==> src/rtl/opcode_encoder_pkg.sv <==
// Opcode constants and the internal-to-external encode mapping shared by the
// opcode encoder and the opcode decoder.
package opcode_encoder_pkg;

  typedef logic [2:0] opcode_t;

  localparam opcode_t INT_OP0 = 3'b000;
  localparam opcode_t INT_OP1 = 3'b001;
  localparam opcode_t INT_OP2 = 3'b010;
  localparam opcode_t INT_OP3 = 3'b011;
  localparam opcode_t INT_OP4 = 3'b100;
  localparam opcode_t INT_OP5 = 3'b101;
  localparam opcode_t INT_OP6 = 3'b110;
  localparam opcode_t INT_OP7 = 3'b111;

  localparam opcode_t EXT_OP0 = 3'b000;
  localparam opcode_t EXT_OP1 = 3'b011;
  localparam opcode_t EXT_OP2 = 3'b010;
  localparam opcode_t EXT_OP3 = 3'b001;
  localparam opcode_t EXT_OP4 = 3'b110;
  localparam opcode_t EXT_OP5 = 3'b101;
  localparam opcode_t EXT_OP6 = 3'b111;
  localparam opcode_t EXT_OP7 = 3'b100;

  function automatic opcode_t encode_op(opcode_t op);
    opcode_t ext;
    case (op)
      INT_OP1: ext = EXT_OP1;
      INT_OP2: ext = EXT_OP2;
      INT_OP3: ext = EXT_OP3;
      INT_OP4: ext = EXT_OP4;
      INT_OP5: ext = EXT_OP5;
      INT_OP6: ext = EXT_OP6;
      INT_OP7: ext = EXT_OP7;
      default: ext = EXT_OP0;
    endcase
    return ext;
  endfunction

endpackage

==> src/rtl/opcode_encoder_if.sv <==
// Producer/consumer bus of the opcode encoder. Both sides use valid/ready:
// a beat transfers on a rising edge where valid and ready are both 1.
interface opcode_encoder_if #(parameter int DEPTH = 4);
  import opcode_encoder_pkg::*;

  logic                     in_valid;
  logic                     in_ready;
  opcode_t                  opcode_in;
  logic                     out_valid;
  logic                     out_ready;
  opcode_t                  opcode_out;
  logic [$clog2(DEPTH):0]   count;
  logic                     overflow_err;

  modport master (
    output in_valid, opcode_in, out_ready,
    input  in_ready, out_valid, opcode_out, count, overflow_err
  );

  modport slave (
    input  in_valid, opcode_in, out_ready,
    output in_ready, out_valid, opcode_out, count, overflow_err
  );

endinterface

==> src/rtl/opcode_fifo.sv <==
// DEPTH-entry FIFO of 3-bit opcodes; head is shown from registers and forced
// to zero while empty.
module opcode_fifo
  import opcode_encoder_pkg::*;
#(
  parameter int DEPTH = 4,
  localparam int PTR_W = $clog2(DEPTH),
  localparam int CNT_W = PTR_W + 1
) (
  input  logic             clk,
  input  logic             rst,
  input  logic             push_i,
  input  logic             pop_i,
  input  opcode_t          wdata_i,
  output opcode_t          rdata_o,
  output logic [CNT_W-1:0] count_o,
  output logic             full_o,
  output logic             empty_o
);

  localparam logic [CNT_W-1:0] FULL_CNT = CNT_W'(DEPTH);
  localparam logic [PTR_W-1:0] LAST_PTR = PTR_W'(DEPTH - 1);

  opcode_t          mem_q [DEPTH];
  logic [PTR_W-1:0] wr_ptr_q, wr_ptr_d;
  logic [PTR_W-1:0] rd_ptr_q, rd_ptr_d;
  logic [CNT_W-1:0] count_q, count_d;
  logic             do_push, do_pop;

  function automatic logic [PTR_W-1:0] next_ptr(logic [PTR_W-1:0] p);
    return (p == LAST_PTR) ? '0 : p + PTR_W'(1);
  endfunction

  assign full_o  = (count_q == FULL_CNT);
  assign empty_o = (count_q == '0);
  assign do_push = push_i && !full_o;
  assign do_pop  = pop_i && !empty_o;

  always_comb begin
    wr_ptr_d = wr_ptr_q;
    rd_ptr_d = rd_ptr_q;
    count_d  = count_q;
    if (do_push) wr_ptr_d = next_ptr(wr_ptr_q);
    if (do_pop)  rd_ptr_d = next_ptr(rd_ptr_q);
    case ({do_push, do_pop})
      2'b10:   count_d = count_q + CNT_W'(1);
      2'b01:   count_d = count_q - CNT_W'(1);
      default: count_d = count_q;
    endcase
  end

  always_ff @(posedge clk or posedge rst) begin
    if (rst) begin
      wr_ptr_q <= '0;
      rd_ptr_q <= '0;
      count_q  <= '0;
    end else begin
      wr_ptr_q <= wr_ptr_d;
      rd_ptr_q <= rd_ptr_d;
      count_q  <= count_d;
    end
  end

  // Storage is deliberately not reset; stale entries are masked by count.
  always_ff @(posedge clk) begin
    if (do_push) mem_q[wr_ptr_q] <= wdata_i;
  end

  assign rdata_o = empty_o ? '0 : mem_q[rd_ptr_q];
  assign count_o = count_q;

endmodule

==> src/rtl/opcode_encoder.sv <==
// Encodes internal opcodes to the external instruction format at push time
// and buffers them in order; flags any push attempted while full.
module opcode_encoder
  import opcode_encoder_pkg::*;
#(
  parameter int DEPTH = 4
) (
  input  logic              clk,
  input  logic              rst,
  opcode_encoder_if.slave   bus
);

  logic    full, empty;
  logic    push, pop;
  logic    overflow_q, overflow_d;
  opcode_t enc_op;

  assign enc_op = encode_op(bus.opcode_in);

  assign bus.in_ready  = !full;
  assign bus.out_valid = !empty;
  assign push          = bus.in_valid && !full;
  assign pop           = bus.out_ready && !empty;

  // A dropped push (valid while full) latches the error until reset.
  assign overflow_d = overflow_q || (bus.in_valid && full);

  always_ff @(posedge clk or posedge rst) begin
    if (rst) overflow_q <= 1'b0;
    else     overflow_q <= overflow_d;
  end

  assign bus.overflow_err = overflow_q;

  opcode_fifo #(.DEPTH(DEPTH)) u_fifo (
    .clk     (clk),
    .rst     (rst),
    .push_i  (push),
    .pop_i   (pop),
    .wdata_i (enc_op),
    .rdata_o (bus.opcode_out),
    .count_o (bus.count),
    .full_o  (full),
    .empty_o (empty)
  );

endmodule

==> src/flat_wrapper.sv <==
// flat-port wrapper written by rule: the top's interface ports become plain ports
module opcode_encoder_flat import opcode_encoder_pkg::*;
#(
  parameter int DEPTH = 4
)
  (clk, rst, bus_in_valid, bus_opcode_in, bus_out_ready, bus_in_ready, bus_out_valid, bus_opcode_out, bus_count, bus_overflow_err);
  opcode_encoder_if #(.DEPTH(DEPTH)) bus_i ();
  input  logic clk;
  input  logic rst;
  input wire logic [$bits(bus_i.in_valid)-1:0] bus_in_valid;
  input wire logic [$bits(bus_i.opcode_in)-1:0] bus_opcode_in;
  input wire logic [$bits(bus_i.out_ready)-1:0] bus_out_ready;
  output wire logic [$bits(bus_i.in_ready)-1:0] bus_in_ready;
  output wire logic [$bits(bus_i.out_valid)-1:0] bus_out_valid;
  output wire logic [$bits(bus_i.opcode_out)-1:0] bus_opcode_out;
  output wire logic [$bits(bus_i.count)-1:0] bus_count;
  output wire logic [$bits(bus_i.overflow_err)-1:0] bus_overflow_err;
  assign bus_i.in_valid = bus_in_valid;
  assign bus_i.opcode_in = bus_opcode_in;
  assign bus_i.out_ready = bus_out_ready;
  assign bus_in_ready = bus_i.in_ready;
  assign bus_out_valid = bus_i.out_valid;
  assign bus_opcode_out = bus_i.opcode_out;
  assign bus_count = bus_i.count;
  assign bus_overflow_err = bus_i.overflow_err;
  opcode_encoder #(.DEPTH(DEPTH)) u_core (.clk(clk), .rst(rst), .bus(bus_i));
endmodule
==> config.mk <==
export PLATFORM = sky130hd
export DESIGN_NAME = opcode_encoder_flat
export DESIGN_NICKNAME = d
export VERILOG_FILES = /design/src/rtl/opcode_encoder_pkg.sv /design/src/rtl/opcode_encoder_if.sv /design/src/rtl/opcode_fifo.sv /design/src/rtl/opcode_encoder.sv /design/src/flat_wrapper.sv
export SDC_FILE = /design/constraint.sdc
export NUM_CORES = 1
export LEC_CHECK = 0
export CAP_MARGIN = 20
export CORE_UTILIZATION = 46
export DETAILED_ROUTE_END_ITERATION = 12
export GPL_TIMING_DRIVEN = 0
export PLACE_DENSITY_LB_ADDON = 0.15
export REMOVE_ABC_BUFFERS = 1
export SETUP_SLACK_MARGIN = 0.15
export SYNTH_ARGS = -nofsm -noshare
export SYNTH_HDL_FRONTEND = slang
export SYNTH_SLANG_ARGS = --single-unit
==> constraint.sdc <==
create_clock -name clk -period 1.8 [get_ports clk]
set_input_delay 0.18 -clock clk [delete_from_list [all_inputs] [get_ports clk]]
set_output_delay 0.18 -clock clk [all_outputs]
set_load 0.01 [all_outputs]
# == Word-level counts from Yosys, hierarchy flattened ==
# Memories as Yosys holds them, arrays and structs flattened.
# Cells that the tools add are included.
# word_totals
elab_cells,38
memories,1
output_inout_bits,9
ram_bits,12
input_bits,7
reg_bits,8
# memory_table
memory,words,width,rd,rd_clocked_by_memory_dff,wr,line_no,source
u_core.u_fifo.mem_q,4,3,1,0,1,opcode_fifo.sv:24,opcode_t mem_q [DEPTH];
# op_classes
add_sub_neg,4
n_reduce_logical,10
eq_ne,12
muxes,7
# op_table
cell,count
one-hot mux 3 bit (7 select lines),1
"== test 3 bit, second input constant",5
"== test 2 bit, second input constant",3
"== test 3 x 2 -> 1 bit, second input constant",2
one-hot mux 3 bit (2 select lines),1
logical AND 1 bit,5
"adder 2 x 1 -> 2 bit, second input constant",2
2-to-1 mux 2 bit,2
"adder 3 x 1 -> 3 bit, second input constant",1
"== test 3 x 1 -> 1 bit, second input constant",1
zero test 3 bit,1
2-to-1 mux 3 bit,1
"subtractor 3 x 1 -> 3 bit, second input constant",1
"== test 2 x 1 -> 1 bit, second input constant",1
zero test 1 bit,2
2-to-1 mux 1 bit,2
nonzero test 2 bit,1
logical OR 1 bit,1

# == Depth between registers and ports, before layout ==
# logic_depth
ltp_word,6
mapped_depth,9
depth_no_buf,9

# == Hierarchy ==
# From an unflattened synthesis, not the netlist that was laid out.
# unflattened
cells_unflattened,70
hier_area_um2,1018.5
# by_module_without_submodules
module,area_per_inst_um2,seq_area_each_um2,instances,cells_each
opcode_fifo,933.4,535.5,1,58
opcode_encoder,85.1,25.0,1,12

# == Least setup slack after synthesis ==
# OpenSTA, ideal clock, no wires.
# synth_path
path_type,reg2reg
startpoint,"register u_core.u_fifo.count_q[0], in the netlist u_core.u_fifo.count_o[0]"
endpoint,"register u_core.u_fifo.count_q[2], in the netlist u_core.u_fifo.count_o[2]"
setup_time_ns,0.079
period_less_slack_ns,1.875
stages_incl_launch_ff,10
n_path_buf,0
required_time_ns,1.721
arrival_time_ns,1.796
slack_ns,-0.075
path_cell_list,dfrtp_1 -> nor3b_2 -> nor2b_2 -> inv_1 -> ha_1 -> inv_1 -> fa_1 -> xor2_1 -> nor2_1 -> xor2_1
# synth_between
elab_chain_cells,6
elab_cells_between_ends,14
classes_between,add/sub (2); eq/ne (3); mux (1); reduce/logical (8)
# synth_rtl
item,line_no,source
"start, declared",opcode_fifo.sv:27,"logic [CNT_W-1:0] count_q, count_d;"
"start signal, assigned",opcode_fifo.sv:60,count_q <= count_d;
== test 3 bit or zero test 3 bit (tied branches),"opcode_fifo.sv:34, opcode_fifo.sv:35",
zero test 1 bit (on tied branches),--,
logical AND 1 bit (on tied branches),"opcode_encoder.sv:22, opcode_encoder.sv:23",
logical AND 1 bit (on tied branches),"opcode_fifo.sv:36, opcode_fifo.sv:37",
== test 2 x 1 -> 1 bit or == test 2 bit (tied branches),opcode_fifo.sv:45,"case ({do_push, do_pop})"
one-hot mux 3 bit (2 select lines) or nonzero test 2 bit (tied branches),--,
# Parallel ways exist; a longest one is shown, timed or not.
# A chain may end at the register's enable or synchronous reset.

# == Worst setup path in the final report ==
# layout_path
startpoint,"register u_core.u_fifo.count_q[1], in the netlist u_core.u_fifo.count_o[1]"
endpoint,"register u_core.u_fifo.count_q[2], in the netlist u_core.u_fifo.count_o[2]"
# Same word-level chain as after synthesis.

==> out/metrics.csv <==
metric;value;unit
synth_cell_types;20;
diodes;0;
seq_area_frac_synth;57.2;%
synthCells;67;
tns;0;ns
cts_buffers;3;
hold_viol_final;0;
num_vias;559;
htree_levels;1;
dpl.hpwl;1040;µm
synth_common_cells;edfxtp_1 (12), inv_1 (9), dfrtp_1 (8);
ir_worst_vdd;0.000954;V
port_buffers;15;
place_congestion;0.687;
synthXorXnorAreaFrac;4.47;%
synth_top_family_by_area;multiplexers;
top_layer_used;met4;
die_width;48.2;µm
clk_pin_slew;0.11;ns
worstSkewPairLatency;0.29;ns
synth_top_cell_area_share;36.8;%
cp.required;2.03;ns
dieHeight;48.2;µm
core-area;1980;µm²
routedLengthMet1;670;µm
cts_hold_buf;0;
grt.total_usage;14.0;%
grt_pass1_vias;521;
met2_length;741;µm
yosys_warnings;0;
grt_max_degree;12;
status;finished clean;
drc;0;
period_share;99.2;%
drtAntennaViolNets;0;
wl_per_cell;11.9;µm
synth_ff_type;edfxtp_1;
critPathLaunchType;flip-flop;
via_per_inst;4.58;
drt_first_pass_iters;3;
drive_gt1_share;37.9;%
cap_violations;0;
overflow;0;
clock-sinks;20;
antenna_found_initial;0;
ys_ff_latch;20;
synth-compound-area-share;0.766;%
ys_top_cells_by_area;edfxtp_1 (37%), dfrtp_1 (20%), mux4_1 (8.0%), ha_1 (7.7%), and2_1 (4.5%);
fmax;0.560;GHz
synth_adder_area_share;9.71;%
setup_viol;0;
rsz0062_at_grt;true;
final_area;1280;µm²
cts.path.max_buffers;2;
final_max_slew_viol_count;0;
fin_crit;1.79;ns
synth_edf_count;12;
cp_max_fo;4;
yosys.cell_count.top_type;edfxtp_1;
hold_path_class;input pin to asynchronous set/reset pin;
wl_met3;35;µm
syn_avg_cell_area;14.6;µm²
criticalPathCategory;flip-flop to flip-flop;
tritoncts;done;
fin_worst_skew;0.0105;ns
synth_top_area_cell;edfxtp_1;
end_kind;flip-flop;
dpl-instance-area;1160;µm²
synthToLayoutAreaGrowth;31.2;%
tightest_slew;0.341;ns
die_area;2320;µm²
fin_nets;110;
synth_mux_area_share;13.7;%
async_flop_share;40.0;%
routed_wirelength;1460;µm
powerDensity;1610;nW/µm²
core.rowCount;16;
start_util;49.4;%
root_buffer;clkbuf_4;
synth-simple-area-share;10.3;%
cellLeakagePower;0.538;nW
grt_pass1_wl;2190;µm
arrival;2.02;ns
drtIter0Drc;6;
ios;16;
slew_headroom;77.1;%
synth_area;980;µm²
worst paths after layout:
path	from	endpoint	slack, ns	cells past startpoint
max in group asynchronous	rst	u_core.u_fifo.rd_ptr_q[0]$_DFFE_PP0P_	1.41	2
min in group clk	u_core.bus.overflow_err$_DFF_PP0_	u_core.bus.overflow_err$_DFF_PP0_	0.47	1
setup reg to reg	u_core.u_fifo.count_o[1]$_DFFE_PP0P_	u_core.u_fifo.count_o[2]$_DFFE_PP0P_	0.01	9
hold / removal	rst	u_core.u_fifo.wr_ptr_q[0]$_DFFE_PP0P_	0.12	2
hold reg to reg	u_core.bus.overflow_err$_DFF_PP0_	u_core.bus.overflow_err$_DFF_PP0_	0.47	1
setup / recovery	u_core.u_fifo.count_o[1]$_DFFE_PP0P_	u_core.u_fifo.count_o[2]$_DFFE_PP0P_	0.01	9
critical path, cell delays in order, from the launching register on:
cell and delay, ns:
dfrtp_1 0.43, nor3b_2 0.26, nor2b_2 0.08, inv_2 0.07
ha_4 0.13, inv_2 0.03, fa_2 0.32, xor2_1 0.14
nor2_1 0.11, xor2_1 0.14
through the flow:
step | total power, mW | setup slack, ns | instances | util [%] | hold slack, ns
final | 2.07 | 0.0135 | 122 | 64.8 | 0.117
after global routing | 2.24 | -0.0992 | 122 | 64.8 | 0.197
after CTS | 2.05 | 0.00653 | 122 | 64.6 | 0.123
after detailed placement | 1.62 | -0.183 | 108 | 58.5 | 0.448
after global placement | 1.59 | -0.189 | 108 | 58.5 | 0.439
after floorplan | 1.28 | -0.0753 | 66 | - | -0.00434
power breakdown:
group / internal (mW) / switching (mW) / total [mW] / leakage, nW
clock network: 0.123 / 0.130 / 0.253 / 0.0210
registers: 0.651 / 0.106 / 0.757 / 0.201
logic: 0.642 / 0.414 / 1.06 / 0.316
total: 1.42 / 0.650 / 2.07 / 0.538
what timing repair did:
item,4_1_cts,5_1_grt
endpoints found under the setup margin,7,6
pin swaps,6,5
buffers inserted,10,0
gates resized for setup,33,4
gates cloned,0,0
hold endpoints to repair,0,0
registers in the layout, summed over array words and instances, names as in the netlist:
signal                   cells
u_core.u_fifo.mem_q         12
u_core.u_fifo.rd_ptr_q       2
u_core.u_fifo.count_o        3
u_core.bus.overflow_err      1
u_core.u_fifo.wr_ptr_q       2
metal layers:
metal / up-vias / global-route usage (%)
li1: 279 / -
met1: 268 / 17.8
met2: 10 / 24.3
met3: 2 / 2.22
met4: 0 / 5.00
met5: - / 0
kinds of logic (layout without fill, tap and decap cells):
group	Yosys count	count (layout)
AOI/OAI and AO/OA	1	1
xor gates and xnor gates	5	5
adders and majority gates	7	7
buffers and inverters	10	38
DFF	20	20
muxes	8	8
and+or+nand+nor	16	16
area by class of cell:
| class | instances | area (µm²) |
|---|---|---|
| Inverter | 9 | 33.8 |
| Multi-Input combinational cell | 37 | 395 |
| Tap cell | 27 | 33.8 |
| Sequential cell | 20 | 562 |
| Clock buffer | 4 | 36.3 |
| Fill cell | 150 | 697 |
| Timing Repair Buffer | 25 | 224 |
cells in the final DEF, fill, tap and decap left out:
cell and count:
ha_4 1, xnor2_1 3, xor2_1 2, inv_2 3, dfrtp_1 7, clkbuf_4 3, mux2_1 2, nand2_4 1
edfxtp_1 12, mux2i_1 1, and2_4 2, dfrtp_2 1, mux2_2 2, buf_4 7, clkbuf_8 1, nor3b_2 1
and2_1 5, ha_1 5, a21o_1 1, inv_1 6, nor2_1 4, buf_6 5, mux4_2 3, clkdlybuf4s50_1 10
buf_2 2, fa_2 1, nor2b_2 1, nand2_1 1, or3_4 1, clkbuf_2 1
Power figures use the tool's default switching activity.
